`src/rtl/mem_wb_stage_pkg.sv`:
```
// Shared definitions for the MEM/WB stage: memory-op encodings, FSM states,
// datapath widths and the MEM/WB pipeline register payload.
package mem_wb_stage_pkg;

  localparam int unsigned TIMEOUT_DEFAULT = 255;
  localparam int unsigned XLEN            = 32;
  localparam int unsigned RA_W            = 5;

  typedef enum logic [1:0] {
    MEM_NONE  = 2'b00,
    MEM_STORE = 2'b01,
    MEM_LOAD  = 2'b10,
    MEM_RSVD  = 2'b11
  } mem_op_e;

  typedef enum logic {
    ST_IDLE = 1'b0,
    ST_BUSY = 1'b1
  } state_e;

  typedef struct packed {
    logic            reg_write;
    logic [RA_W-1:0] rd_addr;
    logic [XLEN-1:0] wb_data;
  } mem_wb_t;

  // The reserved encoding 2'b11 behaves like a non-memory instruction.
  function automatic logic is_access(input logic [1:0] op);
    return (op == MEM_LOAD) || (op == MEM_STORE);
  endfunction

endpackage

```
`src/rtl/mem_wb_stage_if.sv`:
```
// Data-memory request/acknowledge bus between the MEM/WB stage (master)
// and the data memory (slave).
interface mem_wb_stage_if;
  import mem_wb_stage_pkg::*;

  logic            dmem_req_o;
  logic            dmem_we_o;
  logic [XLEN-1:0] dmem_addr_o;
  logic [XLEN-1:0] dmem_wdata_o;
  logic            dmem_ack_i;
  logic [XLEN-1:0] dmem_rdata_i;

  modport master (
    output dmem_req_o,
    output dmem_we_o,
    output dmem_addr_o,
    output dmem_wdata_o,
    input  dmem_ack_i,
    input  dmem_rdata_i
  );

  modport slave (
    input  dmem_req_o,
    input  dmem_we_o,
    input  dmem_addr_o,
    input  dmem_wdata_o,
    output dmem_ack_i,
    output dmem_rdata_i
  );

endinterface

```
`src/rtl/mem_wb_reg.sv`:
```
// MEM/WB pipeline register. A bubble clears the write enable and leaves the
// destination register and data untouched.
module mem_wb_reg
  import mem_wb_stage_pkg::*;
(
  input  logic    clk,
  input  logic    rst_n,
  input  logic    i_bubble,
  input  mem_wb_t i_data,
  output mem_wb_t o_data
);

  mem_wb_t r_data;

  always_ff @(posedge clk or negedge rst_n) begin
    if (!rst_n) begin
      r_data <= '0;
    end else if (i_bubble) begin
      r_data.reg_write <= 1'b0;
    end else begin
      r_data <= i_data;
    end
  end

  assign o_data = r_data;

endmodule

```
`src/rtl/mem_wb_stage.sv`:
```
// MEM/WB stage: issues one data-memory access at a time, stalls upstream
// while it is outstanding, aborts on timeout or misalignment, and feeds writeback.
module mem_wb_stage
  import mem_wb_stage_pkg::*;
#(
  parameter int unsigned TIMEOUT = TIMEOUT_DEFAULT
) (
  input  logic            clk_i,
  input  logic            rst_i,
  input  logic            WB_i,
  input  logic [1:0]      Mem_i,
  input  logic [XLEN-1:0] Memaddr_i,
  input  logic [XLEN-1:0] Memdata_i,
  input  logic [XLEN-1:0] ALUres_i,
  input  logic [RA_W-1:0] rd_addr_i,
  mem_wb_stage_if.master  dmem,
  output logic            stall_o,
  output logic            RegWrite_o,
  output logic [RA_W-1:0] rd_addr_o,
  output logic [XLEN-1:0] wb_data_o,
  output logic            err_o
);

  localparam int unsigned      CNT_W   = (TIMEOUT < 2) ? 1 : $clog2(TIMEOUT);
  localparam logic [CNT_W-1:0] TO_LAST = CNT_W'(TIMEOUT - 1);

  state_e           r_state;
  state_e           w_state_nxt;
  logic [CNT_W-1:0] r_count;
  logic             r_err;

  logic    w_access;
  logic    w_aligned;
  logic    w_accept;
  logic    w_misalign;
  logic    w_ack;
  logic    w_timeout;
  logic    w_stall;
  logic    w_load_done;
  mem_wb_t w_wb_in;
  mem_wb_t w_wb_out;

  assign w_access  = is_access(Mem_i);
  assign w_aligned = (Memaddr_i[1:0] == 2'b00);

  // NOTE: every signal written here gets a default first, so no latch is inferred.
  always_comb begin
    w_state_nxt = r_state;
    w_accept    = 1'b0;
    w_misalign  = 1'b0;
    w_ack       = 1'b0;
    w_timeout   = 1'b0;
    w_stall     = 1'b0;
    case (r_state)
      ST_IDLE: begin
        if (w_access) begin
          if (w_aligned) begin
            w_accept    = 1'b1;
            w_stall     = 1'b1;
            w_state_nxt = ST_BUSY;
          end else begin
            w_misalign  = 1'b1;
          end
        end
      end
      ST_BUSY: begin
        if (dmem.dmem_ack_i) begin
          w_ack       = 1'b1;
          w_state_nxt = ST_IDLE;
        end else if (r_count == TO_LAST) begin
          w_timeout   = 1'b1;
          w_state_nxt = ST_IDLE;
        end else begin
          w_stall     = 1'b1;
        end
      end
      default: w_state_nxt = ST_IDLE;
    endcase
  end

  // NOTE: sequential state uses non-blocking assignments so every register
  // samples the pre-edge values and updates together.
  always_ff @(posedge clk_i or negedge rst_i) begin
    if (!rst_i) begin
      r_state <= ST_IDLE;
    end else begin
      r_state <= w_state_nxt;
    end
  end

  // Request outputs are registered, so dmem_ack_i never reaches dmem_req_o combinationally.
  always_ff @(posedge clk_i or negedge rst_i) begin
    if (!rst_i) begin
      dmem.dmem_req_o   <= 1'b0;
      dmem.dmem_we_o    <= 1'b0;
      dmem.dmem_addr_o  <= '0;
      dmem.dmem_wdata_o <= '0;
      r_count           <= '0;
      r_err             <= 1'b0;
    end else begin
      dmem.dmem_req_o <= (w_state_nxt == ST_BUSY);
      r_err           <= w_misalign | w_timeout;
      if (w_accept) begin
        dmem.dmem_we_o    <= (Mem_i == MEM_STORE);
        dmem.dmem_addr_o  <= {2'b00, Memaddr_i[XLEN-1:2]};
        dmem.dmem_wdata_o <= Memdata_i;
        r_count           <= '0;
      end else if ((r_state == ST_BUSY) && !dmem.dmem_ack_i) begin
        r_count <= r_count + CNT_W'(1);
      end
    end
  end

  assign w_load_done       = w_ack && !dmem.dmem_we_o;
  assign w_wb_in.reg_write = WB_i && !(w_misalign || w_timeout);
  assign w_wb_in.rd_addr   = rd_addr_i;
  assign w_wb_in.wb_data   = w_load_done ? dmem.dmem_rdata_i : ALUres_i;

  mem_wb_reg u_mem_wb_reg (
    .clk      (clk_i),
    .rst_n    (rst_i),
    .i_bubble (w_stall),
    .i_data   (w_wb_in),
    .o_data   (w_wb_out)
  );

  assign stall_o    = w_stall;
  assign RegWrite_o = w_wb_out.reg_write;
  assign rd_addr_o  = w_wb_out.rd_addr;
  assign wb_data_o  = w_wb_out.wb_data;
  assign err_o      = r_err;

endmodule

```
`src/flat_wrapper.sv`:
```
// flat-port wrapper written by rule: the top's interface ports become plain ports
module mem_wb_stage_flat import mem_wb_stage_pkg::*;
#(
  parameter int unsigned TIMEOUT = TIMEOUT_DEFAULT
)
  (clk_i, rst_i, WB_i, Mem_i, Memaddr_i, Memdata_i, ALUres_i, rd_addr_i, stall_o, RegWrite_o, rd_addr_o, wb_data_o, err_o, dmem_dmem_req_o, dmem_dmem_we_o, dmem_dmem_addr_o, dmem_dmem_wdata_o, dmem_dmem_ack_i, dmem_dmem_rdata_i);
  mem_wb_stage_if dmem_i ();
  input  logic clk_i;
  input  logic rst_i;
  input  logic WB_i;
  input  logic [1:0] Mem_i;
  input  logic [XLEN-1:0] Memaddr_i;
  input  logic [XLEN-1:0] Memdata_i;
  input  logic [XLEN-1:0] ALUres_i;
  input  logic [RA_W-1:0] rd_addr_i;
  output logic stall_o;
  output logic RegWrite_o;
  output logic [RA_W-1:0] rd_addr_o;
  output logic [XLEN-1:0] wb_data_o;
  output logic err_o;
  output wire logic [$bits(dmem_i.dmem_req_o)-1:0] dmem_dmem_req_o;
  output wire logic [$bits(dmem_i.dmem_we_o)-1:0] dmem_dmem_we_o;
  output wire logic [$bits(dmem_i.dmem_addr_o)-1:0] dmem_dmem_addr_o;
  output wire logic [$bits(dmem_i.dmem_wdata_o)-1:0] dmem_dmem_wdata_o;
  input wire logic [$bits(dmem_i.dmem_ack_i)-1:0] dmem_dmem_ack_i;
  input wire logic [$bits(dmem_i.dmem_rdata_i)-1:0] dmem_dmem_rdata_i;
  assign dmem_dmem_req_o = dmem_i.dmem_req_o;
  assign dmem_dmem_we_o = dmem_i.dmem_we_o;
  assign dmem_dmem_addr_o = dmem_i.dmem_addr_o;
  assign dmem_dmem_wdata_o = dmem_i.dmem_wdata_o;
  assign dmem_i.dmem_ack_i = dmem_dmem_ack_i;
  assign dmem_i.dmem_rdata_i = dmem_dmem_rdata_i;
  mem_wb_stage #(.TIMEOUT(TIMEOUT)) u_core (.clk_i(clk_i), .rst_i(rst_i), .WB_i(WB_i), .Mem_i(Mem_i), .Memaddr_i(Memaddr_i), .Memdata_i(Memdata_i), .ALUres_i(ALUres_i), .rd_addr_i(rd_addr_i), .dmem(dmem_i), .stall_o(stall_o), .RegWrite_o(RegWrite_o), .rd_addr_o(rd_addr_o), .wb_data_o(wb_data_o), .err_o(err_o));
endmodule
```
`config.mk`:
```
export PLATFORM = sky130hd
export DESIGN_NAME = mem_wb_stage_flat
export DESIGN_NICKNAME = d
export VERILOG_FILES = /design/src/rtl/mem_wb_stage_pkg.sv /design/src/rtl/mem_wb_stage_if.sv /design/src/rtl/mem_wb_reg.sv /design/src/rtl/mem_wb_stage.sv /design/src/flat_wrapper.sv
export SDC_FILE = /design/constraint.sdc
export NUM_CORES = 1
export LEC_CHECK = 0
export CAP_MARGIN = 10
export CORE_MARGIN = 5
export CORE_UTILIZATION = 30
export CTS_BUF_LIST = sky130_fd_sc_hd__clkbuf_16
export CTS_CLUSTER_DIAMETER = 120
export CTS_CLUSTER_SIZE = 16
export DETAILED_ROUTE_END_ITERATION = 8
export SYNTH_ARGS = -nofsm -noshare
export SYNTH_HDL_FRONTEND = slang
export SYNTH_SLANG_ARGS = --single-unit
```
`constraint.sdc`:
```
create_clock -name clk_i -period 2.29 [get_ports clk_i]
set_input_delay 0.5725 -clock clk_i [delete_from_list [all_inputs] [get_ports clk_i]]
set_output_delay 0.5725 -clock clk_i [all_outputs]
set_load 0.02 [all_outputs]
```
Word-level counts from Yosys, hierarchy flattened
Cells that the tools add are included.
{"block": "classes", "n_mux": 18, "n_reduce_logical": 10, "n_eq_ne": 3, "bitwise": 2, "n_addsub": 1}
{"cell": "2-to-1 mux 32 bit", "n": 1}
{"cell": "2-to-1 mux 8 bit", "n": 2}
{"cell": "2-to-1 mux 1 bit", "n": 14}
{"cell": "adder 8 x 1 -> 8 bit, second input constant", "n": 1}
{"cell": "equality test 8 bit, second input constant", "n": 1}
{"cell": "logical AND 1 bit", "n": 3}
{"cell": "zero test 1 bit", "n": 3}
{"cell": "equality test 2 x 1 -> 1 bit, second input constant", "n": 1}
{"cell": "equality test 2 bit, second input constant", "n": 1}
{"cell": "zero test 2 bit", "n": 1}
{"cell": "logical OR 1 bit", "n": 2}
{"cell": "one-hot mux 1 bit (2 select lines)", "n": 1}
{"cell": "nonzero test 2 bit", "n": 1}
{"cell": "NOT 1 bit", "n": 1}
{"cell": "bitwise OR 1 bit", "n": 1}
{"block": "totals", "regBits": 111, "inputBits": 139}

Logic depth before layout (Yosys ltp)
{"block": "logic_depth", "depth_word": 8, "depth_mapped": 8}

By module
Synthesis repeated with hierarchy kept, for this count alone.
{"block": "hier_totals", "hier_cells": 438, "hier_area_um2": 4769.6}
{"mod": "mem_wb_stage", "cells_per_inst": 358, "area_per_inst_um2": 3285.7, "instances": 1}
{"mod": "mem_wb_reg", "cells_per_inst": 80, "area_per_inst_um2": 1483.9, "instances": 1}

Least setup slack after synthesis
Ideal clock, no wire load.
{"block": "synth_path", "path_kind": "input port to output port", "from": "in Mem_i[1]", "to": "out stall_o", "stages": 7, "path_slack_ns": 0.157, "path_buffers": 1, "t_arrival_ns": 1.561, "cell_sequence": "inv_1 > ha_1 > nor2_1 > nand2_1 > and2_1 > buf_4 > inv_4"}
{"block": "synth_via", "elab_chain_len": 4}
{"element": "from (decl)", "line_no": "flat_wrapper.sv:11", "source": "input logic [1:0] Mem_i;"}
{"element": "equality test 2 bit / equality test 2 x 1 -> 1 bit (equally long branches)", "line_no": "mem_wb_stage_pkg.sv:29", "source": "return (op == MEM_LOAD) || (op == MEM_STORE);"}
{"element": "logical OR 1 bit (*)", "line_no": "mem_wb_stage_pkg.sv:29"}
{"element": "2-to-1 mux 1 bit (*)", "line_no": "mem_wb_stage.sv:56", "source": "if (w_access) begin"}
{"element": "one-hot mux 1 bit (2 select lines) (*)", "line_no": "mem_wb_stage.sv:54", "source": "case (r_state)"}
{"element": "to (decl)", "line_no": "flat_wrapper.sv:16", "source": "output logic stall_o;"}
Every way passes the cells marked *; elsewhere a longest branch is shown, timed or not.

Final worst setup path
{"block": "layout_path", "from": "in dmem_dmem_ack_i", "to": "out stall_o"}
{"block": "layout_via", "elab_chain_len": 2}
{"element": "from (decl)", "line_no": "flat_wrapper.sv:25", "source": "input wire logic [$bits(dmem_i.dmem_ack_i)-1:0] dmem_dmem_ack_i;"}
{"element": "2-to-1 mux 1 bit", "line_no": "mem_wb_stage.sv:67", "source": "if (dmem.dmem_ack_i) begin"}
{"element": "one-hot mux 1 bit (2 select lines)", "line_no": "mem_wb_stage.sv:54"}
No other way between the ends.

==> impl_metrics.tcl <==
set metrics [dict create \
    outcome "finished, final reports clean" \
    yosys-top-cells-count "nand2_1 (257), dfrtp_1 (111), a21oi_1 (33)" \
    cp_max_fo 2 \
    reg2reg_from "u_core.r_count[0]$_DFFE_PN0P_" \
    power.net_switching_mw 2.03 \
    synth_top_area_cell "dfrtp_1" \
    ys_warn_count 0 \
    ctsHoldBuffers 0 \
    grt_pass1_wl_um 23200 \
    via_per_inst 4.61 \
    synthesis.area_um2 4620 \
    clkPwrFrac_pct 24.2 \
    power_density_nw_per_um2 830 \
    syn_avg_cell_area_um2 8.95 \
    cts_tree "built" \
    numCtsBuffers 9 \
    initial_core_util_pct 30.5 \
    synth_cell_types 31 \
    clk_latency_ns 0.34 \
    hpwl_um 10700 \
    synth_edf_count 0 \
    grt_antenna_before_repair 0 \
    end_kind "primary output" \
    max_freq_mhz 448 \
    synth-main-ff-cell "dfrtp_1" \
    clkTransAtPathRegs_ns 0.07 \
    p_total_mw 6.34 \
    cts_max_path_buffers 2 \
    hold_viol 0 \
    register_area_um2 2780 \
    pwr-share-comb_pct 35.0 \
    seq_power_share_pct 40.7 \
    track_usage_pct 15.8 \
    yosysMostFrequentCell "nand2_1" \
    gp_congestion 0.816 \
    synth_top_area_share_pct 60.2 \
    core_area_um2 15100 \
    drc 0 \
    cts.sinks 111 \
    critical_path.startpoint "dmem_dmem_ack_i" \
    ys_seq_elements 111 \
    overflow 0 \
    critPathKind "input port to primary output" \
    clockRootBuffer "clkbuf_16" \
    intPower_mw 4.31 \
    die_y_um 134 \
    cp_data_arrival_time_ns 1.66 \
    period_needed_ns 2.23 \
    async_flop_share_pct 100 \
    finalCritPeriodShare_pct 97.4 \
    port_buffers 242 \
    synth_cells 516 \
    ys_seq_area_share_pct 60.2 \
    io_pins 245 \
    maxCapViolations 0 \
    crit_required_ns 1.72 \
    setup_violations 0 \
    drt-initial-drc-count 227 \
    swShare_pct 32.0 \
    cts_max_level 3 \
    hp-class "input port to async pin" \
    antenna_cells 0 \
    vias 4366 \
    multi_input_area_um2 1720 \
    first_pass_iters 4 \
    rsz0062_at_grt "no" \
    routedWlPerCell_um 15.3 \
    worstMarginPinSlew_ns 0.766 \
    syn2layout_area_growth_pct 65.5 \
    grt_pass1_vias 4486 \
    dieArea_um2 18000 \
    fin_skew_ns 0.00979 \
    grt_start_max_net_pins 98 \
    routed_wl_um 14500 \
    cp-start-kind "input port" \
    drive_gt1_share_pct 6.58 \
    final_nets 897 \
    setup-tns-final_ns 0 \
    irDropWorstVdd_mv 0.355 \
    maxSlewViolCount 0 \
    n_fill_cell 1384 \
    ys_top_cells_by_area "dfrtp_1 (60%), nand2_1 (21%), a31oi_1 (4.3%)" \
    p_leak_nw 3.51 \
    die_w_um 134 \
    num_rows 45 \
    slew_headroom_pct 49.0 \
    ant_nets 0 \
]
-- critical path, stage by stage --
cell and delay, ns:
clkdlybuf4s50_1 0.48, and2b_1 0.21, o21ai_2 0.07, and2_4 0.17
inv_4 0.04, buf_6 0.12
-- area by class of cell --
type / count / area share, %
clock buffers: 9 / 2.95
clock inverters: 7 / 0.851
inverters: 3 / 0.180
multi-input cells: 369 / 22.5
flip-flops and latches: 111 / 36.4
well taps: 188 / 3.08
repair buffers: 261 / 34.1
-- registers in the layout, indices dropped and copies added, names as in the netlist --
signal / cells
u_core.dmem.dmem_addr_o: 30
u_core.dmem.dmem_wdata_o: 32
u_core.dmem.dmem_we_o: 1
u_core.err_o: 1
u_core.r_count: 8
u_core.r_state: 1
u_core.u_mem_wb_reg.o_data: 38
-- per-layer routing --
layer / share of wire, % / routed length, um / track usage, % / vias up
met1: 43 / 6190 / 20.0 / 2025
met2: 46 / 6660 / 25.2 / 186
met4: 2.0 / 288 / 6.00 / 0
met5: 0 / 0 / 0 / -
li1: - / - / - / 2136
met3: 9.1 / 1320 / 5.40 / 19
-- cell usage in the layout (no fill, tap or decap), types with 4 or more instances in the layout --
cell	instances
a31oi_1	32
mux2_4	5
nand2_1	256
buf_4	16
nor2_1	6
nand3_1	4
dfrtp_1	111
a21oi_1	33
clkdlybuf4s50_1	238
clkbuf_16	9
-- worst paths after layout --
path / end / slack (ns) / cells past startpoint
setup / recovery: stall_o / 0.06 / 6
hold / removal: u_core.dmem.dmem_wdata_o[20]$_DFFE_PN0P_ / 0.17 / 1
setup reg to reg: u_core.u_mem_wb_reg.o_data[9]$_DFFE_PN0N_ / 0.61 / 7
hold reg to reg: u_core.dmem.dmem_addr_o[7]$_DFFE_PN0P_ / 0.47 / 2
max in group asynchronous: u_core.u_mem_wb_reg.o_data[18]$_DFFE_PN0N_ / 1.47 / 2
min in group clk_i: u_core.dmem.dmem_addr_o[7]$_DFFE_PN0P_ / 0.47 / 2
-- power by group through the flow --
stage / combinational (mW) / sequential (mW) / clock [mW]
2_1_floorplan: 0.466 / 3.09 / 0
3_3_place_gp: 2.22 / 2.60 / 0
6_report: 2.22 / 2.58 / 1.54
4_1_cts: 2.26 / 2.59 / 1.61
5_1_grt: 2.39 / 2.64 / 1.68
3_5_place_dp: 2.24 / 2.62 / 0
-- metrics by stage --
step / instance area (um^2) / util, % / worst slack, ns / cells / hold WS [ns]
final: 7640 / 50.5 / 0.0600 / 948 / 0.166
after global routing: 7640 / 50.5 / 0.00274 / 948 / 0.182
after CTS: 7640 / 50.5 / 0.0542 / 948 / 0.160
after detailed placement: 7330 / 48.4 / -0.735 / 932 / 0.461
after global placement: 7330 / 48.4 / -0.764 / 932 / 0.458
after floorplan: 4620 / - / 0.157 / 517 / 0.277
-- cell families after synthesis --
kind of cell / synth area share [%]
and+or+nand+nor: 24.0
DFF: 60.2
AOI/OAI and AO/OA: 8.86
buffers and inverters: 3.52
xor gates and xnor gates: 0.949
muxes: 1.63
adders and majority gates: 0.813
other: 0.0812
-- timing repair --
item	in CTS	in global routing
setup endpoints to repair	33	0
gates resized for setup	14	0
buffers inserted	0	0
No activity file was read; power rests on OpenSTA's default activity.
